==> config.mk <==
export PLATFORM = sky130hd
export DESIGN_NAME = branch_target_table
export DESIGN_NICKNAME = d
export VERILOG_FILES = /design/src/rtl/btt_pkg.sv /design/src/rtl/btt_init_seq.sv /design/src/rtl/branch_target_table.sv
export SDC_FILE = /design/constraint.sdc
export NUM_CORES = 1
export LEC_CHECK = 0
export CORE_ASPECT_RATIO = 0.6
export CORE_MARGIN = 2
export CORE_UTILIZATION = 49
export DETAILED_ROUTE_END_ITERATION = 12
export PLACE_DENSITY = 0.75
export RECOVER_POWER = 25
export SYNTH_ARGS = -nofsm -noshare
export SYNTH_HDL_FRONTEND = slang
export SYNTH_SLANG_ARGS = --single-unit
==> constraint.sdc <==
create_clock -name Clk -period 1.8 [get_ports Clk]
set_input_delay 0.36 -clock Clk [delete_from_list [all_inputs] [get_ports Clk]]
set_output_delay 0.36 -clock Clk [all_outputs]
set_load 0.005 [all_outputs]
==> src/rtl/btt_pkg.sv <==
`default_nettype none
// ============================================================================
//  Module      : btt_pkg
//  Description : Shared types and the built-in default target image for the
//                branch target table.
//  Revision    : 1.0 - initial release
// ============================================================================
package btt_pkg;

    // Width of the built-in default image values
    localparam int DEF_W = 8;

    // Init sequencer states
    typedef enum logic [0:0] {
        INIT  = 1'b0,
        READY = 1'b1
    } btt_state_t;

    // Built-in default target image; indices not listed map to zero
    function automatic logic [DEF_W-1:0] default_target(input int unsigned idx);
        case (idx)
            0:       return 8'd0;
            1:       return 8'd1;
            2:       return 8'd30;
            3:       return 8'd31;
            4:       return 8'd64;
            5:       return 8'd65;
            6:       return 8'd94;
            7:       return 8'd95;
            8:       return 8'd128;
            9:       return 8'd129;
            10:      return 8'd160;
            11:      return 8'd192;
            12:      return 8'd193;
            13:      return 8'd194;
            default: return 8'd0;
        endcase
    endfunction

endpackage
`default_nettype wire

==> src/rtl/btt_init_seq.sv <==
`default_nettype none
// ============================================================================
//  Module      : btt_init_seq
//  Description : Init sequencer for the branch target table. After reset it
//                walks every entry once (one per cycle) requesting a default
//                image write, then parks in READY until the next reset.
//  Revision    : 1.0 - initial release
// ============================================================================
module btt_init_seq
    import btt_pkg::*;
#(
    parameter int AW = 4
) (
    input  logic          clk,
    input  logic          rst,
    output logic          init_we,
    output logic [AW-1:0] init_addr,
    output logic          init_busy
);

    localparam logic [AW-1:0] c_last_ptr = {AW{1'b1}};

    btt_state_t    r_state;
    btt_state_t    w_state_next;
    logic [AW-1:0] r_ptr;
    logic [AW-1:0] w_ptr_next;

    // State and pointer registers; reset (also mid-init) restarts the walk at entry 0
    always_ff @(posedge clk or posedge rst) begin
        if (rst) begin
            r_state <= INIT;
            r_ptr   <= '0;
        end else begin
            r_state <= w_state_next;
            r_ptr   <= w_ptr_next;
        end
    end

    // Next-state logic: one entry per cycle; the last entry is written on the READY transition
    always_comb begin
        w_state_next = r_state;
        w_ptr_next   = r_ptr;
        init_we      = 1'b0;
        init_busy    = 1'b0;
        case (r_state)
            INIT: begin
                init_we   = 1'b1;
                init_busy = 1'b1;
                if (r_ptr == c_last_ptr) begin
                    w_state_next = READY;
                end else begin
                    w_ptr_next = r_ptr + AW'(1);
                end
            end
            READY: begin
                w_state_next = READY;
            end
            default: begin
                w_state_next = INIT;
            end
        endcase
    end

    assign init_addr = r_ptr;

endmodule
`default_nettype wire

==> src/rtl/branch_target_table.sv <==
`default_nettype none
// ============================================================================
//  Module      : branch_target_table
//  Description : Programmable branch-pointer to PC-target lookup. Loads a
//                built-in default image after reset, accepts runtime writes
//                once ready, and returns lookups with one cycle of latency
//                and a write-first bypass for same-address read/write.
//                Optional macro BTT_PARITY_EN adds per-entry even parity and
//                a parity_err output.
//  Revision    : 1.0 - initial release
// ============================================================================
module branch_target_table
    import btt_pkg::*;
#(
    parameter int AW = 4,
    parameter int DW = 8
) (
    input  logic          Clk,
    input  logic          Reset,
    input  logic          rd_en,
    input  logic [AW-1:0] rd_addr,
    output logic [DW-1:0] Target,
    output logic          rd_valid,
    input  logic          wr_en,
    input  logic [AW-1:0] wr_addr,
    input  logic [DW-1:0] wr_data,
    output logic          wr_ready,
    output logic          init_busy
`ifdef BTT_PARITY_EN
    ,
    output logic          parity_err
`endif
);

    localparam int DEPTH = 2 ** AW;

    logic [DW-1:0] r_mem [DEPTH];
    logic          w_init_we;
    logic [AW-1:0] w_init_addr;
    logic [DW-1:0] w_init_value;
    logic          w_wr_fire;
    logic          w_rd_fire;
    logic          w_bypass;
    logic [DW-1:0] w_rd_data;

    btt_init_seq #(
        .AW(AW)
    ) u_init_seq (
        .clk       (Clk),
        .rst       (Reset),
        .init_we   (w_init_we),
        .init_addr (w_init_addr),
        .init_busy (init_busy)
    );

    // Default image is zero-extended (or truncated) to the stored target width
    assign w_init_value = DW'(default_target(32'(w_init_addr)));

    assign wr_ready  = ~init_busy;
    assign w_wr_fire = wr_en & wr_ready;
    assign w_rd_fire = rd_en & ~init_busy;
    assign w_bypass  = w_wr_fire && (wr_addr == rd_addr);
    assign w_rd_data = w_bypass ? wr_data : r_mem[rd_addr];

    // Entry storage: init image writes own the array while busy, otherwise the write port
    always_ff @(posedge Clk) begin
        if (w_init_we) begin
            r_mem[w_init_addr] <= w_init_value;
        end else if (w_wr_fire) begin
            r_mem[wr_addr] <= wr_data;
        end
    end

    // Registered read port; reads during init are dropped and Target holds when idle
    always_ff @(posedge Clk or posedge Reset) begin
        if (Reset) begin
            Target   <= '0;
            rd_valid <= 1'b0;
        end else begin
            rd_valid <= w_rd_fire;
            if (w_rd_fire) begin
                Target <= w_rd_data;
            end
        end
    end

`ifdef BTT_PARITY_EN
    logic r_par [DEPTH];
    logic w_rd_par;

    assign w_rd_par = w_bypass ? (^wr_data) : r_par[rd_addr];

    // Parity storage mirrors the data array; even parity means bit = XOR of data
    always_ff @(posedge Clk) begin
        if (w_init_we) begin
            r_par[w_init_addr] <= ^w_init_value;
        end else if (w_wr_fire) begin
            r_par[wr_addr] <= ^wr_data;
        end
    end

    // Parity check flag accompanies each accepted read
    always_ff @(posedge Clk or posedge Reset) begin
        if (Reset) begin
            parity_err <= 1'b0;
        end else begin
            parity_err <= w_rd_fire && (w_rd_par != (^w_rd_data));
        end
    end
`endif

endmodule
`default_nettype wire

After elaboration in Yosys (flattened, before gate mapping)
Memories as Yosys holds them, arrays and structs flattened. A register that Yosys moved wholly into a read port is not among the register bits. Cells that the tools add are included.

Flip-flop bits (word level): 6. RAM bits: 128. Memory bits (read-only): 128. Input bits: 20. Output and inout port bits: 11. Word-level logic and storage cells: 22. Memories: 2.

Memories: (name not given) (depth 16, width 8, rd ports 1, clocked after Yosys merged registers in 0, wr ports 0, line btt_pkg.sv:21) `case (idx)`; r_mem (depth 16, width 8, rd ports 1, clocked after Yosys merged registers in 1, wr ports 1, line branch_target_table.sv:37) `logic [DW-1:0] r_mem [DEPTH];`.

$add $sub $neg: 1. Equal/unequal tests: 1. Multiplexer cells: 9. Bitwise operators: 4. Reductions and logical operators: 2.

Operators by type and width (number): two-way mux 8 bit (1); OR reduction 8 bit (1); two-way mux 1 bit (6); adder 4 x 1 -> 4 bit (second input constant) (1); equality test 4 bit (second input constant) (1); two-way mux 4 bit (1); bitwise AND 1 bit (2); NOT 1 bit (2); case mux 1 bit (2 select lines) (1); AND reduction 2 bit (1).

Longest topological paths before layout
Word-level depth: 6. Mapped depth: 7. Gate-level depth less buffers: 6.

Hierarchy
From an unflattened synthesis, not the netlist that was laid out.

Cells, all modules: 331. Area, all modules: 5953.2 µm².

Modules (own cells, without submodules): branch_target_table (instances 1, cells each 312, area an instance 5710.5 µm², seq. area each 4068.9 µm²); btt_init_seq (instances 1, cells each 19, area an instance 242.7 µm², seq. area each 125.1 µm²).

Least setup slack after synthesis
No wires, ideal clock.

Path type: register -> register. From: register u_init_seq.r_ptr[3] (netlist: u_init_seq.init_addr[3]). To: memory r_mem[13][0], enable pin. Library setup time: 0.370 ns. Data arrival time: 1.452 ns. Data required time: 1.430 ns. Path slack: -0.022 ns. Cell stages (with the launch flop): 6. Path buffers: 2. Clock period less this slack: 1.822 ns. Path through: dfrtp_1 clkbuf_1 clkbuf_1 and3_1 a31oi_1 nor2_1.

Cells in the longest elaborated chain, start to end: 1.

Ends and longest elaborated chain: start: declaration (line btt_init_seq.sv:25) `logic [AW-1:0] r_ptr;`; start signal: assignment (line btt_init_seq.sv:35) `r_ptr <= w_ptr_next;`; two-way mux 4 bit (no line); end: declaration (line branch_target_table.sv:37).

No other way between the ends.

Final worst setup path
From: input wr_en. To: memory r_mem[2][6], enable pin.

Cells in the longest elaborated chain, start to end: 6. Elaborated cells between the ends (all ways): 7. Classes of those cells: mux: 5; bitwise: 1; reduce/logical: 1.

Ends and longest elaborated chain: start: declaration (line branch_target_table.sv:24) `input logic wr_en,`; bitwise AND 1 bit (*) (line branch_target_table.sv:60) `assign w_wr_fire = wr_en & wr_ready;`; two-way mux 1 bit (*) (line branch_target_table.sv:69) `end else if (w_wr_fire) begin`; two-way mux 1 bit (*) (line branch_target_table.sv:67) `if (w_init_we) begin`; two-way mux 1 bit (implied by the code) (*) (line branch_target_table.sv:70) `r_mem[wr_addr] <= wr_data;`; OR reduction 8 bit (no line); two-way mux 4 bit (no line) / two-way mux 1 bit (equally long branches).

Every way passes the cells marked *; elsewhere a longest branch is shown, timed or not.

==> results.tsv <==
stage	metric	value	unit
clocking	ctsHoldBuffers	0	
critical_path	cpMaxStageDelayCell	clkdlybuf4s50_1	
place	dp_cells	585	
logic_synthesis	synthSimpleGateAreaFrac	5.28	%
power	ir_drop	0.000690	V
critical_path	reg2reg_from	u_init_seq.r_state$_DFF_PP0_	
floorplanning	die_area	0.0131	mm^2
cells_and_area	area_growth	31.8	%
place	io_buffers	30	
drt	post_drt_wl_per_cell	24.6	um
critical_path	cp_cell_sequence	clkdlybuf4s50_1, buf_4, nor2b_1, a31oi_1, buf_4, nor2_1, buf_4	
logic_synthesis	synth_edf_count	128	
critical_path	path_max_fanout	8	
logic_synthesis	synthFlopType	edfxtp_1	
global_routing	grt_overflow	0	
drt	drt_first_iter_violations	478	
drt	viasPerCell	6.09	
cells_and_area	stdcell_count	622	
cells_and_area	diodes	0	
drt	drtPass1Iterations	5	
drt	top_layer_used	met4	
logic_synthesis	muxShareOfSynthArea	12.9	%
critical_path	start_kind	primary input	
sta	finalCriticalPeriod	1800	ps
place	hpwl	9.71	mm
drt	met1_length	6.72	mm
sta	setup_slack	-1.83	ps
power	power.leakage	0.00285	uW
critical_path	path_buf_inv	4	
sta	finalHoldViolCount	0	
job	maxCapViolCount	0	
global_routing	grt_first_pass_wirelength	22.8	mm
cells_and_area	finalCoreUtilization	65.7	%
critical_path	reg2reg_to	r_mem[0][6]$_DFFE_PP_	
cells_and_area	seq_area	0.00420	mm^2
logic_synthesis	synthCells	343	
critical_path	required	1910	ps
clocking	clk_pin_slew_worst_paths	60	ps
drt	postRouteAntennaNets	0	
global_routing	grt_max_degree	35	
critical_path	worstSetupEndpoint	r_mem[2][6]$_DFFE_PP_	
logic_synthesis	synth_compound_area_share	6.87	%
critical_path	cp_common_cell	buf_4	
logic_synthesis	synth_fa_ha_area_share	0.838	%
logic_synthesis	synth_nets	367	
sta	whs	456	ps
logic_synthesis	syn_area_per_cell	17.4	um^2
sta	finalClockSkew	8.01	ps
clocking	clock_latency	410	ps
sta	fmax	555	MHz
sta	worstMarginPinSlew	613	ps
sta	finalSetupViolCount	1	
outcome	status	complete, but fails checks	
floorplanning	die_h	89.5	um
drt	drc	0	
global_routing	first_global_vias	3725	
drt	wl_met3	1.44	mm
cells_and_area	final_cell_mix	edfxtp_1 (128), buf_4 (52), nor2_1 (25), clkdlybuf4s50_1 (25), mux4_2 (23)	
power	power.density	1040	mW/mm^2
floorplanning	die_x	147	um
global_routing	antenna_found_initial	0	
logic_synthesis	netlist_area	0.00597	mm^2
sta	drv_slew	0	
logic_synthesis	synthArstFlopShare	9.86	%
global_routing	grt_use_total	24.7	%
clocking	clockRootBuffer	clkbuf_16	
cells_and_area	drive_above_1_share	34.8	%
floorplanning	core	0.0120	mm^2
place	routabilityCongestion	0.953	
logic_synthesis	synth_top_family_by_area	multiplexers	
outcome	violations	negative setup slack	
clocking	cts_buffers	17	
critical_path	rr_worst_depth	7	
critical_path	path_depth	7	
floorplanning	rows	31	
critical_path	critPathKind	primary input to register	
sta	finalCritPeriodShare	100	%
sta	relSlewSlack	59.1	%
drt	wl	15.3	mm
cells_and_area	fin_nets	468	
cells_and_area	nFillCells	788	
cells_and_area	final_common_cell	edfxtp_1	
critical_path	cp_slowest_stage_delay	470	ps
logic_synthesis	synth_warnings	0	
critical_path	path_delay_family	buffers and inverters	
clocking	cts_max_level	4	
critical_path	critPathCaptureType	register	
floorplanning	boundaryPins	31	
clocking	clock_path_buffers	2	
logic_synthesis	synth_cell_type_count	42	
critical_path	reg2reg_slack	-2	ps
clocking	cts_sinks	142	
critical_path	cp.arrival	1910	ps
sta	rsz0062_at_grt	yes	
logic_synthesis	ys_seq_elements	142	
drt	vias	3789	
critical_path	cp-startpoint	wr_en	
drt	met2_wirelength	6.90	mm
logic_synthesis	synth-xor-area-share	0.880	%
clocking	cts_tree	yes	
worst_hold_path	hold_class	primary input to async pin	
logic_synthesis	yosysSeqAreaShare	70.2	%
cells_and_area	multi_input_area	0.00178	mm^2
floorplanning	start_util	49.8	%
Yosys cell counts (4+ instances only):
| cell type | count | area share, % |
|---|---|---|
| o221ai_1 | 7 | 1.0 |
| nand2_1 | 16 | 1.0 |
| ha_1 | 4 | 0.84 |
| nor3_1 | 4 | 0.34 |
| nor2_1 | 31 | 1.9 |
| a22o_1 | 16 | 2.3 |
| mux4_2 | 22 | 8.3 |
| mux4_1 | 10 | 4.4 |
| nand3_1 | 4 | 0.34 |
| edfxtp_1 | 128 | 64 |
| xnor2_1 | 5 | 0.73 |
| clkbuf_1 | 4 | 0.25 |
| dfrtp_1 | 14 | 5.9 |
| buf_2 | 6 | 0.50 |
| a21oi_1 | 8 | 0.67 |
| inv_1 | 15 | 0.94 |
| a31oi_1 | 8 | 0.84 |
power breakdown:
group	switching (uW)	internal [uW]	total (uW)
Combinational	331	314	646
Clock	1330	2510	3830
Sequential	23.8	3660	3680
Total	1680	6480	8160
cells by family after synthesis:
kind of cell,after synthesis
AOI/OAI and AO/OA,55
xor gates and xnor gates,6
adders and majority gates,4
buffers and inverters,33
DFF,142
muxes,33
and+or+nand+nor,70
layout make-up:
type                       count  share of cell area (%)
clock buffer                  19                    5.62
clock inverter                13                    2.67
inverter                      15                   0.763
multi-input combinational    168                    22.6
sequential                   142                    53.3
tap                          165                    2.62
timing repair buffer         100                    12.5
registers in the layout (all words and copies together) (netlist names):
signal                flops
Target                    8
r_mem                   128
rd_valid                  1
u_init_seq.init_addr      4
u_init_seq.r_state        1
metrics by stage:
stage / cell area [um^2] / worst slack [ps] / TNS (ps) / power [uW]
final: 7880 / -1.83 / -1.83 / 8160
after global routing: 7880 / -44.9 / -1140 / 8400
after CTS: 7740 / -63.4 / -340 / 8170
after detailed placement: 6950 / -508 / -99660 / 4320
after global placement: 6950 / -399 / -80160 / 4300
after floorplan: 5980 / -22.5 / -1190 / 4020
worst min-delay path by stage:
stage | cells after the start | to | from
5_1_grt | 2 | Target[0]$_DFFE_PP0P_ | Reset
6_report | 2 | Target[1]$_DFFE_PP0P_ | Reset
3_3_place_gp | 2 | Target[7]$_DFFE_PP0P_ | Target[7]$_DFFE_PP0P_
2_1_floorplan | 1 | Target[0]$_DFFE_PP0P_ | Reset
4_1_cts | 2 | Target[2]$_DFFE_PP0P_ | Reset
3_5_place_dp | 2 | Target[2]$_DFFE_PP0P_ | Target[2]$_DFFE_PP0P_
repair_timing:
| item | CTS | global route |
|---|---|---|
| pin swaps | 7 | 8 |
| gates cloned | 0 | 1 |
| endpoints found under the setup margin | 161 | 231 |
| resized for setup | 26 | 30 |
| setup buffers | 4 | 1 |
per-layer routing:
| layer | vias to the layer above | GRT usage [%] |
|---|---|---|
| met5 | - | 0 |
| met3 | 29 | 5.56 |
| met2 | 257 | 36.6 |
| met1 | 1917 | 37.8 |
| met4 | 0 | 6.44 |
| li1 | 1586 | - |
No activity file was read; power rests on OpenSTA's default activity.
